### src/rtl/rep_string_sequencer.sv
// REP/REPE/REPNE string-iteration controller (decode stage 1).
// Holds one prefixed string instruction and reissues it once per iteration.
// Each issue writes the decremented count back. Iteration stops when the count
// runs out, or on a ZF condition for CMPS/SCAS. Interrupts are taken only
// between iterations. Non-REP instructions pass straight through.
module rep_string_sequencer #(
  parameter int CNT_W      = 32,
  parameter int OPC_W      = 16,
  parameter int ITER_BURST = 1
) (
  input  logic             clk,
  input  logic             reset,
  input  logic             flush,
  input  logic             in_valid,
  output logic             in_ready,
  input  logic [OPC_W-1:0] in_opcode,
  input  logic [1:0]       in_rep,
  input  logic             in_addr16,
  input  logic [CNT_W-1:0] ecx_in,
  input  logic             pending_int,
  output logic             hold_int,
  output logic             int_yield,
  output logic             out_valid,
  input  logic             out_ready,
  output logic [OPC_W-1:0] out_opcode,
  output logic             out_last,
  output logic             wb_valid,
  output logic [CNT_W-1:0] wb_data,
  output logic [2:0]       wb_size,
  input  logic             flag_valid,
  input  logic             flag_zf
);

  localparam logic [1:0] S_IDLE    = 2'd0;
  localparam logic [1:0] S_ITER    = 2'd1;
  localparam logic [1:0] S_WAIT_ZF = 2'd2;
  localparam logic [3:0] BURST     = 4'(ITER_BURST);

  logic [1:0]       state_q;
  logic [OPC_W-1:0] opc_q;
  logic             repne_q;
  logic             a16_q;
  logic [CNT_W-17:0] ecx_hi_q;
  logic [CNT_W-1:0] cnt_q;
  logic [3:0]       burst_q;

  logic             rep_none;
  logic             cond_op;
  logic             burst_sat;
  logic             cnt_last;
  logic [CNT_W-1:0] cnt_dec;
  logic [15:0]      cnt16_dec;
  logic [CNT_W-1:0] in_cnt;
  logic             fire;
  logic             yield;
  logic             zf_term;

  // Decode helpers. The count is kept zero-extended in 16-bit mode, so a plain
  // decrement never borrows into the upper bits (count is never 0 in ITER).
  assign rep_none  = (in_rep == 2'b00) || (in_rep == 2'b11);
  assign cond_op   = opc_q[OPC_W-1 -: 8] inside {8'hA6, 8'hA7, 8'hAE, 8'hAF};
  assign burst_sat = burst_q >= BURST;
  assign cnt_last  = cnt_q == CNT_W'(1);
  assign cnt_dec   = cnt_q - CNT_W'(1);
  assign cnt16_dec = cnt_q[15:0] - 16'd1;
  assign in_cnt    = in_addr16 ? {{(CNT_W-16){1'b0}}, ecx_in[15:0]} : ecx_in;
  assign fire      = out_valid & out_ready;
  // REPE stops on ZF=0, REPNE stops on ZF=1.
  assign zf_term   = repne_q ? flag_zf : ~flag_zf;

  // Output handshake, write-back and interrupt gating per state.
  always_comb begin
    in_ready   = 1'b0;
    out_valid  = 1'b0;
    out_opcode = opc_q;
    out_last   = 1'b0;
    hold_int   = 1'b0;
    int_yield  = 1'b0;
    yield      = 1'b0;
    wb_valid   = 1'b0;
    wb_data    = a16_q ? {ecx_hi_q, cnt16_dec} : cnt_dec;
    wb_size    = a16_q ? 3'd1 : 3'd3;
    case (state_q)
      S_IDLE: begin
        if (rep_none) begin
          out_valid  = in_valid & ~flush;
          in_ready   = out_ready | ~in_valid;
          out_opcode = in_opcode;
          out_last   = in_valid;
        end else begin
          in_ready = 1'b1;
        end
      end
      S_ITER: begin
        // An accept beats the yield: yield only when downstream is stalled.
        yield     = ~flush & pending_int & burst_sat & ~out_ready;
        int_yield = yield;
        out_valid = ~flush & ~yield;
        out_last  = cnt_last & out_valid;
        hold_int  = ~burst_sat;
        wb_valid  = out_valid & out_ready;
      end
      S_WAIT_ZF: hold_int = 1'b1;
      default: ;
    endcase
  end

  // Sequencer state, latched instruction and iteration counters.
  always_ff @(posedge clk or negedge reset) begin
    if (!reset) begin
      state_q  <= S_IDLE;
      opc_q    <= '0;
      repne_q  <= 1'b0;
      a16_q    <= 1'b0;
      ecx_hi_q <= '0;
      cnt_q    <= '0;
      burst_q  <= '0;
    end else if (flush) begin
      state_q <= S_IDLE;
      burst_q <= '0;
    end else begin
      case (state_q)
        S_IDLE: begin
          if (!rep_none && in_valid) begin
            opc_q    <= in_opcode;
            repne_q  <= in_rep == 2'b10;
            a16_q    <= in_addr16;
            ecx_hi_q <= ecx_in[CNT_W-1:16];
            cnt_q    <= in_cnt;
            burst_q  <= '0;
            state_q  <= (in_cnt != '0) ? S_ITER : S_IDLE;
          end
        end
        S_ITER: begin
          if (fire) begin
            cnt_q <= cnt_dec;
            if (!burst_sat) burst_q <= burst_q + 4'd1;
            if (cnt_last)     state_q <= S_IDLE;
            else if (cond_op) state_q <= S_WAIT_ZF;
          end else if (yield) begin
            burst_q <= '0;
            state_q <= S_IDLE;
          end
        end
        S_WAIT_ZF: begin
          if (flag_valid) state_q <= zf_term ? S_IDLE : S_ITER;
        end
        default: state_q <= S_IDLE;
      endcase
    end
  end

endmodule
### config.mk
export PLATFORM = sky130hd
export DESIGN_NAME = rep_string_sequencer
export DESIGN_NICKNAME = d
export VERILOG_FILES = /design/src/rtl/rep_string_sequencer.sv
export SDC_FILE = /design/constraint.sdc
export NUM_CORES = 1
export LEC_CHECK = 0
export BUFFER_PORTS_ARGS = -buffer_cell sky130_fd_sc_hd__buf_4
export CORE_MARGIN = 3
export CORE_UTILIZATION = 41
export CTS_CLUSTER_SIZE = 20
export DETAILED_ROUTE_END_ITERATION = 6
export GPL_TIMING_DRIVEN = 0
export RECOVER_POWER = 25
export SLEW_MARGIN = 20
export SYNTH_ARGS = -nofsm -noshare
export SYNTH_HDL_FRONTEND = slang
export SYNTH_SLANG_ARGS = --single-unit
### constraint.sdc
create_clock -name clk -period 3.35 [get_ports clk]
set_clock_uncertainty 0.1 [all_clocks]
set_input_delay 0.67 -clock clk [delete_from_list [all_inputs] [get_ports clk]]
set_output_delay 0.67 -clock clk [all_outputs]
set_load 0.01 [all_outputs]
==> summary.txt <==
Routing
  – Wire length per cell after detailed routing: between 15 and 20 µm
  – Post-DRT Antenna Nets: 0
  – Violation count after the first detailed-route iteration: 321
  – DR vias/cell: between 5 and 6
  – First-pass detailed-route iteration total: 5
  – Total length of routed wires: 14,200 µm
  – Detailed-route DRC error count: 0
  – Number of vias in the routed layout: 4,418

Floorplan
  – Count of boundary I/O pins: 116
  – Area of the core: 11,000 µm²
  – Die Wd: around 110 µm
  – Starting Density: 0.424
  – DIE HEIGHT: ~110 µm
  – Die footprint: 12,700 µm²
  – Placement row count: 38

STA
  – Final setup slack of the worst path: -0.180 ns
  – Final number of setup-violating endpoints: 3
  – Final hold violation count: 0
  – Highest Clock Rate: between 200 and 300 MHz
  – Remaining max-slew budget at the tightest pin: -0.262
  – Setup repair after global routing missed its margin: yes
  – Final Cycle Share: 1.05
  – Worst slew pin tran: 1.89 ns
  – Shortest clock period the worst path allows after layout: roughly 3.5 ns
  – Tightest hold margin: roughly 0.4 ns
  – Final number of max-transition violations: between 70 and 80

Setup path
  – Largest driver fanout on the critical path: 2
  – Setup crit start: cnt_q[24]$_DFFE_PN0P_
  – Arrival time of data at the critical path endpoint: 2.76 ns
  – CP Buf/Inv Count: 1
  – Most frequent CP cell: sky130_fd_sc_hd__or4_4
  – Critical Path, Cell by Cell: or4_4 -> or4_4 -> or4_4 -> xor2_2 -> o21ai_2 -> buf_6
  – Required @ worst endpoint: 2.58 ns
  – Maximum cell stage delay along the critical path: about 0.55 ns
  – Startpoint of the most critical register-to-register path: state_q[1]$_DFFE_PN0P_
  – Setup crit start kind: flip-flop
  – Type of the setup path with the least slack: flip-flop to output pin
  – Crit path max-delay cell type: sky130_fd_sc_hd__or4_4
  – Kind of cell adding the most delay to the critical path: simple AND/OR/NAND/NOR gates
  – Element type at the critical path end: output pin

Pwr
  – Fraction of power consumed by combinational cells: 0.529
  – Clock power share: 0.171
  – Power Dens Cells: 863 nW/µm²
  – Max rail drop VDD: 0.453 mV
  – Sequential fraction of design power: 0.299
  – Sw Pwr: 2.26 mW
  – Total internal power: around 3.3 mW
  – Fraction of power spent switching nets: 0.409
  – Cell leakage power: 2.74 nW

Clock network
  – # clock sinks: roughly 70
  – Maximum buffer depth of the clock tree: 2
  – Inserted Clock Buffers: 9
  – Worst skew pair latency: roughly 0.33 ns
  – H-Tree Depth: 3
  – Post-CTS Hold Fix Bufs: 0
  – Clock root buffer master: sky130_fd_sc_hd__clkbuf_16
  – Clock tree from TritonCTS: done
  – Clock transition at path regs: 0.06 ns

Hold path
  – Worst hold start: burst_q[3]$_DFFE_PN0P_
  – Classification of the worst-slack hold path: flip-flop to flip-flop

Final layout
  – Area growth from synthesis to layout: 37.8%
  – Layout fillers: 975
  – Share of the core filled with cells: 0.584
  – Total non-filler cell area in the finished layout: 6410 µm²
  – Commonest non-fill, non-tap cell in the layout: sky130_fd_sc_hd__buf_4
  – Number of nets in the layout: 711
  – Antenna diode count: 0
  – Highest-count cells in the layout ignoring fill and taps: sky130_fd_sc_hd__buf_4 (134), sky130_fd_sc_hd__dfrtp_1 (67), sky130_fd_sc_hd__nand2_1 (50), sky130_fd_sc_hd__mux2_2 (50), sky130_fd_sc_hd__o21ai_0 (31)
  – Fraction of final layout cells sized beyond drive strength 1: 0.389
  – Layout Cells excl Fill: a little under 800

Synth
  – Yosys reg bits: approximately 70
  – Synthesized area per cell: 9.29 µm²
  – Number of nets produced by synthesis: 570
  – Combined area of all synthesized cells: ~4700 µm²
  – Warning count from the yosys run: 0
  – Number of synthesized flops with an enable pin: 0
  – Cells after Synth: 501
  – Share of flip-flops with an asynchronous set or reset: 1.00
  – Unique cell type count in the Yosys netlist: 49
  – Flip-flop cell with the highest count after synthesis: sky130_fd_sc_hd__dfrtp_1
  – Fraction of the yosys area taken by sequential cells: 0.387

Placed design
  – Inst Count DP: ~750
  – Setup slack at placement: -0.306 ns
  – Placed Area: 5690 µm²
  – Sum of net half-perimeters after detailed placement: 10,100 µm
  – Number of buffers added on ports: 113
  – Global placement routability congestion: 0.877

Run status
  – Failing checks: capacitance limit, slew limit, setup timing
  – Status: finished, violations left

GRT
  – GRT Residual Overflow: 0
  – Total routing resource utilization after global routing: 0.224
  – Number of global-route vias before repair: roughly 4.4k
  – Initial antenna violation count: 0
  – Maximum number of pins on one net before global-route repair: 73
  – First-pass GRT wire length: between 20,000 and 25,000 µm

Job
  – Max Cap Viol: 1
==> repair_timing <==
item | CTS | global route
setup endpoints to repair | 19 | 29
pin swaps | 17 | 9
setup buffers | 20 | 3
resized for setup | 41 | 22
==> flip-flops by register name, indices dropped and copies added (netlist names) <==
| signal | flops |
|---|---|
| opc_q | 16 |
| burst_q | 4 |
| cnt_q | 32 |
| ecx_hi_q | 16 |
| state_q | 2 |
| a16_q | 1 |
| repne_q | 1 |
==> power groups by stage <==
| stage | logic (mW) | clock network (mW) | registers [mW] |
|---|---|---|---|
| floorplan | 1.64 | 0 | 1.52 |
| CTS | 2.86 | 0.966 | 1.63 |
| finish | 2.93 | 0.948 | 1.66 |
| detailed placement | 2.63 | 0 | 1.62 |
| global placement | 2.59 | 0 | 1.59 |
| global route | 3.21 | 1.00 | 1.72 |
==> through the flow <==
step | total power [mW] | setup TNS [ns]
after floorplan | 3.16 | 0
after global placement | 4.18 | -9.22
after detailed placement | 4.25 | -2.53
after CTS | 5.46 | -0.394
after global routing | 5.92 | -0.742
final | 5.53 | -0.341
==> path summary, 6_finish.rpt <==
path	cells past startpoint	endpoint	slack, ns
setup / recovery	6	wb_data[31]	-0.18
hold / removal	1	burst_q[3]$_DFFE_PN0P_	0.39
setup reg to reg	9	cnt_q[26]$_DFFE_PN0P_	0.44
hold reg to reg	1	burst_q[3]$_DFFE_PN0P_	0.39
max in group asynchronous	1	cnt_q[17]$_DFFE_PN0P_	1.13
min in group asynchronous	1	burst_q[1]$_DFFE_PN0P_	0.72
==> layout make-up <==
cell class                      instances  area [µm²]  share of cell area
Multi-Input combinational cell        378        2930               0.457
Sequential cell                        72        1810               0.282
Timing Repair Buffer                  136        1030               0.161
Clock buffer                            9         225              0.0351
Tap cell                              140         175              0.0273
Buffer                                 29         119              0.0185
Clock inverter                          7        62.6             0.00976
Inverter                               16        60.1             0.00937
==> per-layer routing <==
metal	part of all wire	wire length (µm)	global-route usage	vias to the layer above
li1	-	-	-	2099
met1	0.46	6500	0.313	2147
met2	0.46	6600	0.349	162
met3	0.067	951	0.0550	10
met4	0.010	146	0.0585	0
met5	0	0	0	-
==> kinds of logic (layout without fill, tap and decap cells) <==
family	Yosys count	after routing	share of synthesized area
AND/OR/NAND/NOR	163	163	0.185
multiplexers	72	72	0.168
adder cells (fa/ha/maj)	10	10	0.0269
XOR/XNOR	29	29	0.0546
buffers and inverters	51	197	0.0446
AO/OA/AOI/OAI	102	102	0.132
other	2	2	0.00161
flip-flops	72	72	0.387
==> synthesized netlist by cell type, types with 2 or more instances <==
cell / instances / area [µm²]
sky130_fd_sc_hd__nor4_1: 17 / 106
sky130_fd_sc_hd__nor2b_1: 14 / 87.6
sky130_fd_sc_hd__buf_4: 2 / 15.0
sky130_fd_sc_hd__or4_4: 2 / 22.5
sky130_fd_sc_hd__clkbuf_1: 31 / 116
sky130_fd_sc_hd__mux2i_1: 22 / 220
sky130_fd_sc_hd__o211ai_1: 2 / 15.0
sky130_fd_sc_hd__and2_1: 2 / 12.5
sky130_fd_sc_hd__or2_2: 2 / 12.5
sky130_fd_sc_hd__and3_1: 3 / 18.8
sky130_fd_sc_hd__or3_1: 6 / 37.5
sky130_fd_sc_hd__nor3_1: 11 / 55.1
sky130_fd_sc_hd__nor3b_1: 2 / 15.0
sky130_fd_sc_hd__mux2_2: 50 / 563
sky130_fd_sc_hd__nand2b_1: 2 / 12.5
sky130_fd_sc_hd__o22ai_1: 16 / 100
sky130_fd_sc_hd__nand3_1: 13 / 65.1
sky130_fd_sc_hd__xor2_1: 12 / 105
sky130_fd_sc_hd__dfrtp_1: 72 / 1800
sky130_fd_sc_hd__nand2_1: 50 / 188
sky130_fd_sc_hd__a211oi_1: 2 / 15.0
sky130_fd_sc_hd__a22oi_1: 12 / 90.1
sky130_fd_sc_hd__a21oi_1: 21 / 105
sky130_fd_sc_hd__or4_1: 11 / 82.6
sky130_fd_sc_hd__o21ai_1: 4 / 20.0
sky130_fd_sc_hd__o31ai_1: 2 / 15.0
sky130_fd_sc_hd__nor2_1: 17 / 63.8
sky130_fd_sc_hd__xnor2_1: 17 / 149
sky130_fd_sc_hd__nand4_1: 6 / 37.5
sky130_fd_sc_hd__o21ai_0: 34 / 170
sky130_fd_sc_hd__conb_1: 2 / 7.51
sky130_fd_sc_hd__inv_1: 16 / 60.1
sky130_fd_sc_hd__ha_1: 10 / 125
Note: power is estimated with default switching activity, not from simulation.
